<file path="src/rtl/object_scanner_pkg.sv">
// object_scanner_pkg: label and location widths shared by the labeling pipeline.
package object_scanner_pkg;
  localparam int LBL_WIDTH = 8;
  localparam int LOC_SIZE = 16;
  localparam int MAX_LABEL = 1 << LBL_WIDTH;
endpackage

</file>
<file path="src/rtl/object_scanner.sv">
// object_scanner: walks labels 1..last-1, reads their moments and streams records meeting min_area.
module object_scanner
  import object_scanner_pkg::*;
#(
  parameter int RD_LATENCY = 2
) (
  input  logic                 clk,
  input  logic                 reset_n,
  input  logic                 start,
  input  logic [LBL_WIDTH-1:0] num_labels,
  input  logic [LOC_SIZE-1:0]  min_area,
  output logic [LBL_WIDTH-1:0] obj_id,
  input  logic [LOC_SIZE-1:0]  obj_area,
  input  logic [LOC_SIZE-1:0]  obj_x,
  input  logic [LOC_SIZE-1:0]  obj_y,
  output logic                 out_valid,
  input  logic                 out_ready,
  output logic [LBL_WIDTH-1:0] out_id,
  output logic [LOC_SIZE-1:0]  out_area,
  output logic [LOC_SIZE-1:0]  out_x,
  output logic [LOC_SIZE-1:0]  out_y,
  output logic                 busy,
  output logic                 done,
  output logic [LBL_WIDTH-1:0] obj_count
);
  localparam int CW = $clog2(RD_LATENCY) + 1;
  localparam logic [LBL_WIDTH-1:0] ONE = LBL_WIDTH'(1);
  localparam logic [LBL_WIDTH-1:0] CNT_MAX = LBL_WIDTH'(MAX_LABEL - 1);
  localparam logic [CW-1:0] WAIT_LAST = CW'(RD_LATENCY > 1 ? RD_LATENCY - 2 : 0);
  typedef enum logic [2:0] {IDLE, WAIT, EVAL, OUT, FIN} state_t;
  state_t r_state, w_next, w_fetch, w_step;
  logic [LBL_WIDTH-1:0] r_last;
  logic [CW-1:0] r_wait;
  logic w_hit, w_end, w_acc, w_adv;
  always_ff @(posedge clk or negedge reset_n) begin
    if (!reset_n) r_state <= IDLE;
    else r_state <= w_next;
  end
  // A single-edge readout needs no WAIT: EVAL directly follows the obj_id change.
  always_comb begin
    w_hit = obj_area != '0 && obj_area >= min_area;
    w_end = obj_id == r_last - ONE;
    w_acc = out_valid && out_ready;
    w_fetch = RD_LATENCY > 1 ? WAIT : EVAL;
    w_step = w_end ? FIN : w_fetch;
    w_adv = (r_state == EVAL && !w_hit) || (r_state == OUT && w_acc);
    w_next = r_state;
    case (r_state)
      IDLE:    w_next = !start ? IDLE : num_labels <= ONE ? FIN : w_fetch;
      WAIT:    w_next = r_wait == WAIT_LAST ? EVAL : WAIT;
      EVAL:    w_next = w_hit ? OUT : w_step;
      OUT:     w_next = w_acc ? w_step : OUT;
      FIN:     w_next = IDLE;
      default: w_next = IDLE;
    endcase
  end
  always_ff @(posedge clk or negedge reset_n) begin
    if (!reset_n) begin
      r_last    <= '0;
      r_wait    <= '0;
      obj_id    <= '0;
      out_valid <= 1'b0;
      out_id    <= '0;
      out_area  <= '0;
      out_x     <= '0;
      out_y     <= '0;
      busy      <= 1'b0;
      done      <= 1'b0;
      obj_count <= '0;
    end else begin
      r_wait <= r_state == WAIT ? r_wait + CW'(1) : '0;
      done   <= r_state == FIN;
      if (r_state == IDLE && start) begin
        r_last    <= num_labels;
        obj_count <= '0;
        obj_id    <= ONE;
        busy      <= 1'b1;
      end
      if (r_state == EVAL) begin
        out_id    <= obj_id;
        out_area  <= obj_area;
        out_x     <= obj_x;
        out_y     <= obj_y;
        out_valid <= w_hit;
      end
      if (w_acc) begin
        out_valid <= 1'b0;
        obj_count <= obj_count == CNT_MAX ? obj_count : obj_count + ONE;
      end
      if (w_adv && !w_end) obj_id <= obj_id + ONE;
      if (r_state == FIN) begin
        busy   <= 1'b0;
        obj_id <= '0;
      end
    end
  end
endmodule

</file>
<file path="config.mk">
export PLATFORM = sky130hd
export DESIGN_NAME = object_scanner
export DESIGN_NICKNAME = d
export VERILOG_FILES = /design/src/rtl/object_scanner_pkg.sv /design/src/rtl/object_scanner.sv
export SDC_FILE = /design/constraint.sdc
export NUM_CORES = 1
export LEC_CHECK = 0
export ABC_CLOCK_PERIOD_IN_PS = 2600
export BUFFER_PORTS_ARGS = -buffer_cell sky130_fd_sc_hd__buf_2
export CORE_UTILIZATION = 50
export CTS_CLUSTER_SIZE = 40
export DETAILED_ROUTE_END_ITERATION = 8
export GPL_ROUTABILITY_DRIVEN = 0
export PLACE_DENSITY = 0.8
export SETUP_SLACK_MARGIN = 0.2
export SYNTH_ARGS = -nofsm -noshare
export SYNTH_HDL_FRONTEND = slang
export SYNTH_SLANG_ARGS = --single-unit
</file>
<file path="constraint.sdc">
create_clock -name clk -period 2.6 [get_ports clk]
set_input_delay 0.13 -clock clk [delete_from_list [all_inputs] [get_ports clk]]
set_output_delay 0.13 -clock clk [all_outputs]
set_load 0.1 [all_outputs]
</file>
==> run_results.csv, run 1 <==
group,metric,value,unit
outcome,status,"finished, final reports clean",
finish,drive_gt1_frac,0.448,
detailed_routing,postRouteAntennaNets,0,
finish,layout.cells.non_filler,654,
detailed_routing,wire_per_inst,16.2,um
detailed_routing,drtIter0Drc,114,
logic_synthesis,synth_cell_type_count,49,
finish,nets,640,
floorplan,ioPinCount,151,
clocking,clock_latency,0.35,ns
timing,skew,0.0128,ns
timing,rsz0062_at_grt,"no",
floorplan,die_w,95.1,um
detailed_routing,wl,10600,um
logic_synthesis,synth_commonest_cells,"88 x dfrtp_1, 54 x mux2_2, 23 x nor2_1",
worst_setup_path,cp.arrival,2.47,ns
logic_synthesis,synth-edff-count,0,
clocking,cts_sinks,88,
timing,max_slew.worst_pin.slew,0.601,ns
floorplan,fp.dieH,95.1,um
grt,grt_max_degree,58,
timing,tns,0,ns
grt,antenna_found_initial,0,
logic_synthesis,ys_ff_latch,88,
logic_synthesis,syn_area,4340,um2
clocking,htreeDepth,3,
timing,period_needed,2.25,ns
logic_synthesis,synth_top_cell_area_share,0.508,
finish,diodes,0,
finish,area_delta_synth_final,31.4,%
logic_synthesis,yosysMostFrequentCell,"dfrtp_1",
logic_synthesis,ys_top_cells_by_area,"dfrtp_1 51%, mux2_2 14%, ha_1 5.8%",
worst_setup_path,path_cells,"inv_1 > ha_1 > nand2_1 > xnor2_1 > nor4_2 > nand4_4 > a221oi_2 > a311oi_2",
logic_synthesis,synthArstFlopShare,1.00,
grt,grt_use_total,0.237,
place,dp_hpwl,7460,um
worst_setup_path,end_kind,"register",
timing,max_slew_margin,0.599,
logic_synthesis,ys.warnings.count,0,
timing,report.final.hold_viol_count,0,
logic_synthesis,yosys.area.top_type,"dfrtp_1",
timing,drv_slew,0,
logic_synthesis,synth-seq-area-share,0.508,
clocking,numCtsBuffers,9,
grt,grt_pass1_wl,16400,um
detailed_routing,viasPerCell,5.32,
logic_synthesis,synth.net_count,460,
worst_setup_path,reg2reg_depth,8,
clocking,cts_tree,"done",
timing,fin_crit_sh,0.867,
floorplan,coreArea,8300,um2
logic_synthesis,ys.flop_type,"dfrtp_1",
place,place_inst,615,
timing,fmax,444,MHz
worst_setup_path,path_class,"reg2reg",
floorplan,initial_core_util,0.523,
place,port_buffers,150,
clocking,clockRootBuffer,"clkbuf_8",
clocking,ctsLongestPathBuffers,2,
worst_setup_path,cp_slowest_cell,"dfrtp_1",
floorplan,placementRows,33,
grt,grt_pass1_vias,3467,
detailed_routing,post-route-drc-count,0,
run,max-cap-violations,0,
worst_setup_path,cp_max_fo,10,
clocking,clkTransAtPathRegs,0.10,ns
worst_setup_path,startpoint_type,"register",
grt,gr-total-overflow,0,
logic_synthesis,syn-instance-count,364,
worst_setup_path,max_stage_delay,0.44,ns
floorplan,die_area,9050,um2
worst_hold_path,min_delay_path_depth,2,
worst_setup_path,cp.required,2.81,ns
logic_synthesis,avgSynthCellArea,11.9,um2
worst_hold_path,worstHoldPathType,"in2reg",
timing,setup_viol,0,
detailed_routing,dr.pass1.iters,4,
detailed_routing,vias,3481,
worst max-delay path: cells and delay by family, from the launching register on:
kind	cells	cell delay, ns
and+or+nand+nor	3	0.75
AOI/OAI and AO/OA	2	0.38
xor gates and xnor gates	1	0.15
adders and majority gates	1	0.29
DFF	1	0.44
buffers and inverters	1	0.10
placed cells by master, fill, tap and decap left out, drive strengths merged, types with 2 or more instances in the layout:
| master | count |
|---|---|
| a21o | 2 |
| a21oi | 8 |
| a221oi | 2 |
| a31o | 5 |
| a31oi | 2 |
| and2 | 7 |
| buf | 157 |
| clkbuf | 9 |
| clkinv | 2 |
| dfrtp | 88 |
| dlygate4sd3 | 23 |
| ha | 20 |
| inv | 26 |
| mux2 | 63 |
| mux2i | 3 |
| nand2 | 22 |
| nand2b | 3 |
| nand3 | 5 |
| nand4 | 4 |
| nor2 | 23 |
| nor2b | 3 |
| nor3 | 8 |
| nor4 | 9 |
| nor4b | 2 |
| o2111ai | 2 |
| o211a | 5 |
| o21a | 2 |
| o21ai | 13 |
| o31ai | 2 |
| or2 | 2 |
| xnor2 | 9 |
| xor2 | 6 |
stage by stage:
| stage | util | hold WS [ns] | worst slack, ns | cell area, um2 |
|---|---|---|---|---|
| after CTS | 0.679 | 0.00000983 | 0.258 | 5640 |
| after detailed placement | 0.633 | 0.180 | 0.211 | 5260 |
| after global routing | 0.687 | -0.00000627 | 0.222 | 5700 |
| after floorplan | - | -0.166 | 0.204 | 4350 |
| after global placement | 0.633 | 0.180 | 0.227 | 5260 |
| final | 0.687 | 0.00937 | 0.347 | 5700 |
what timing repair did:
action / 4_1_cts / 5_1_grt
endpoints found under the hold margin: 61 / 5
buffers inserted: 0 / 0
resized for setup: 0 / 2
setup endpoints to repair: 0 / 8
hold buffers: 18 / 5
sequential cells by signal, indices dropped and copies added (netlist names), 2 cells and up:
| signal | flops |
|---|---|
| r_last | 8 |
| out_id | 8 |
| out_area | 16 |
| out_x | 16 |
| obj_id | 8 |
| out_y | 16 |
| r_wait | 2 |
| obj_count | 8 |
| r_state | 3 |
metal layers:
metal  track usage  vias to the layer above  wire length, um  share of wire
li1              -                     1662                -              -
met1         0.301                     1704             4370           0.41
met2         0.407                      101             5590           0.53
met3        0.0494                       14              546          0.051
met4        0.0720                        0              108          0.010
met5             0                        -                0              0
path summary, 6_finish.rpt:
check                      startpoint          end  slack [ns]
max                         r_last[0]    obj_id[0]        0.35
min                         obj_y[13]    out_y[13]       0.009
max reg2reg                 r_last[0]    obj_id[0]        0.35
min reg2reg                 r_wait[0]    r_wait[0]        0.43
max in group asynchronous     reset_n  out_area[6]        1.59
min in group asynchronous     reset_n    out_id[6]        0.32
kinds of logic after synthesis:
logic type,Yosys count,synth area share
mux,66,0.170
flops,88,0.508
xor+xnor,15,0.0320
simple gates,92,0.114
compound gates,50,0.0883
buf+inv,33,0.0297
fa+ha+maj,20,0.0577
final cells by class:
type,instances,area (um2)
well taps,105,131
flip-flops and latches,88,2210
repair buffers,180,1050
clock buffers,9,124
fillers,612,2600
clock inverters,7,77.6
multi-input cells,243,2030
inverters,22,82.6
Power of run 1 is not shown: default switching activity piles up to over one toggle a cycle in this logic, so the estimate is an artifact.
==> inputs of run 2 (changes only) <==
--- a/config.mk
+++ b/config.mk
@@ -12,7 +12,9 @@
 export DETAILED_ROUTE_END_ITERATION = 8
 export GPL_ROUTABILITY_DRIVEN = 0
 export PLACE_DENSITY = 0.8
+export REMOVE_ABC_BUFFERS = 1
 export SETUP_SLACK_MARGIN = 0.2
+export SLEW_MARGIN = 5
 export SYNTH_ARGS = -nofsm -noshare
 export SYNTH_HDL_FRONTEND = slang
 export SYNTH_SLANG_ARGS = --single-unit
==> run_results.csv, run 2 (synthesis gave the netlist of run 1 again) <==
group,metric,value,unit
grt,grt_max_degree,89,
finish,drive_gt1_frac,0.426,
place,dp_hpwl,7300,um
clocking,cts_tree,"done",
floorplan,die_w,95.1,um
detailed_routing,wl,11000,um
detailed_routing,postRouteAntennaNets,0,
worst_hold_path,worstHoldPathType,"in2async",
floorplan,die_area,9050,um2
worst_setup_path,startpoint_type,"register",
clocking,htreeDepth,3,
worst_setup_path,path_class,"reg2reg",
worst_setup_path,cp.arrival,2.46,ns
clocking,numCtsBuffers,9,
grt,grt_pass1_vias,3648,
detailed_routing,post-route-drc-count,0,
detailed_routing,dr.pass1.iters,4,
outcome,status,"complete, but fails checks",
run,max-cap-violations,0,
grt,gr-total-overflow,0,
timing,max_slew.worst_pin.slew,1.11,ns
worst_setup_path,path_cells,"nor4_2 > nand2_1 > xor2_1 > o21ai_0 > nand4_4 > a221oi_2 > a311oi_2",
worst_setup_path,crit_start,"r_last[2]",
timing,hold_ws,-0.0456,ns
timing,fmax,448,MHz
finish,nets,645,
timing,setup_viol,0,
timing,rsz0062_at_grt,"no",
worst_setup_path,reg2reg_depth,7,
grt,grtUsageMet1,0.317,
timing,fin_crit_sh,0.858,
timing,report.final.hold_viol_count,37,
worst_setup_path,cp_max_fo,10,
finish,final_cell_mix,"149 x buf_2, 88 x dfrtp_1, 54 x mux2_2, 31 x dlygate4sd3_1",
grt,grtUsageMet2,0.421,
clocking,ctsLongestPathBuffers,2,
worst_setup_path,r2r_slack,0.37,ns
worst_setup_path,cp_slowest_cell,"dfrtp_1",
floorplan,coreArea,8300,um2
timing,skew,0.00698,ns
finish,diodes,0,
finish,mostFrequentLayoutCell,"buf_2",
worst_setup_path,reg2reg_from,"r_last[2]",
floorplan,placementRows,33,
detailed_routing,viasPerCell,5.38,
timing,max_slew_margin,0.262,
finish,reg.largest.list,"out_area: 16 flops, out_x: 16 flops, out_y: 16 flops",
detailed_routing,vias,3548,
grt,grt_use_total,0.254,
place,port_buffers,150,
detailed_routing,wire_per_inst,16.7,um
clocking,clkTransAtPathRegs,0.09,ns
worst_setup_path,crit_end,"obj_id[0]",
floorplan,ioPinCount,151,
grt,antenna_found_initial,0,
timing,drv_slew,0,
worst_setup_path,max_stage_delay,0.45,ns
grt,grt_pass1_wl,17500,um
grt,grt_busiest_layer,"met2",
worst_setup_path,end_kind,"register",
clocking,cts_sinks,88,
detailed_routing,drtIter0Drc,160,
finish,fin_util,0.695,
worst_setup_path,cp.required,2.83,ns
grt,grt_use_met3,0.0821,
clocking,clockRootBuffer,"clkbuf_8",
floorplan,fp.dieH,95.1,um
timing,period_needed,2.23,ns
outcome,violations,"negative hold slack",
clocking,clock_latency,0.37,ns
worst_setup_path,r2r_end,"obj_id[0]",
finish,area_delta_synth_final,32.9,%
floorplan,initial_core_util,0.523,
-- run 2: area by class of cell --
class	count	area [um2]
well taps	105	131
repair buffers	185	1120
clock inverters	7	80.1
multi-input cells	243	2030
fillers	565	2530
flip-flops and latches	88	2200
inverters	22	82.6
clock buffers	9	124
-- run 2: worst max-delay path: cells and delay by family, from the launching register on --
| family | cells | cell delay (ns) |
|---|---|---|
| flip-flops | 1 | 0.45 |
| AND/OR/NAND/NOR | 3 | 0.78 |
| AO/OA/AOI/OAI | 3 | 0.71 |
| XOR/XNOR | 1 | 0.15 |
-- run 2: worst min path at each step --
stage | from | end | slack, ns | cells after the start
6_report | reset_n | obj_count[5] | -0.05 | 1
5_1_grt | num_labels[6] | r_last[6] | 0.00009 | 2
4_1_cts | num_labels[7] | r_last[7] | 0.001 | 2
3_5_place_dp | num_labels[0] | r_last[0] | 0.36 | 3
3_3_place_gp | num_labels[0] | r_last[0] | 0.34 | 3
2_1_floorplan | reset_n | busy | -0.17 | 0
-- run 2: timing repair --
action,in CTS,in global routing
setup endpoints to repair,0,8
resized for setup,0,2
hold endpoints to repair,26,5
hold buffers,26,5
setup buffers,0,1
-- run 2: metal layers --
layer  up-vias  share of wire  wire [um]
li1       1667              -          -
met1      1741           0.42       4610
met2       118           0.49       5420
met3        22          0.069        758
met4         0          0.020        216
met5         -              0          0
-- run 2: per-stage QoR --
step | worst slack [ns] | TNS [ns] | instances | cell area (um2)
CTS | 0.300 | 0 | 653 | 5680
finish | 0.370 | 0 | 659 | 5770
floorplan | -1.08 | -60.96 | 353 | 4290
detailed placement | 0.0759 | 0 | 611 | 5220
global placement | 0.131 | 0 | 611 | 5220
global route | 0.225 | 0 | 659 | 5770
Power of run 2 is left out for the same reason.
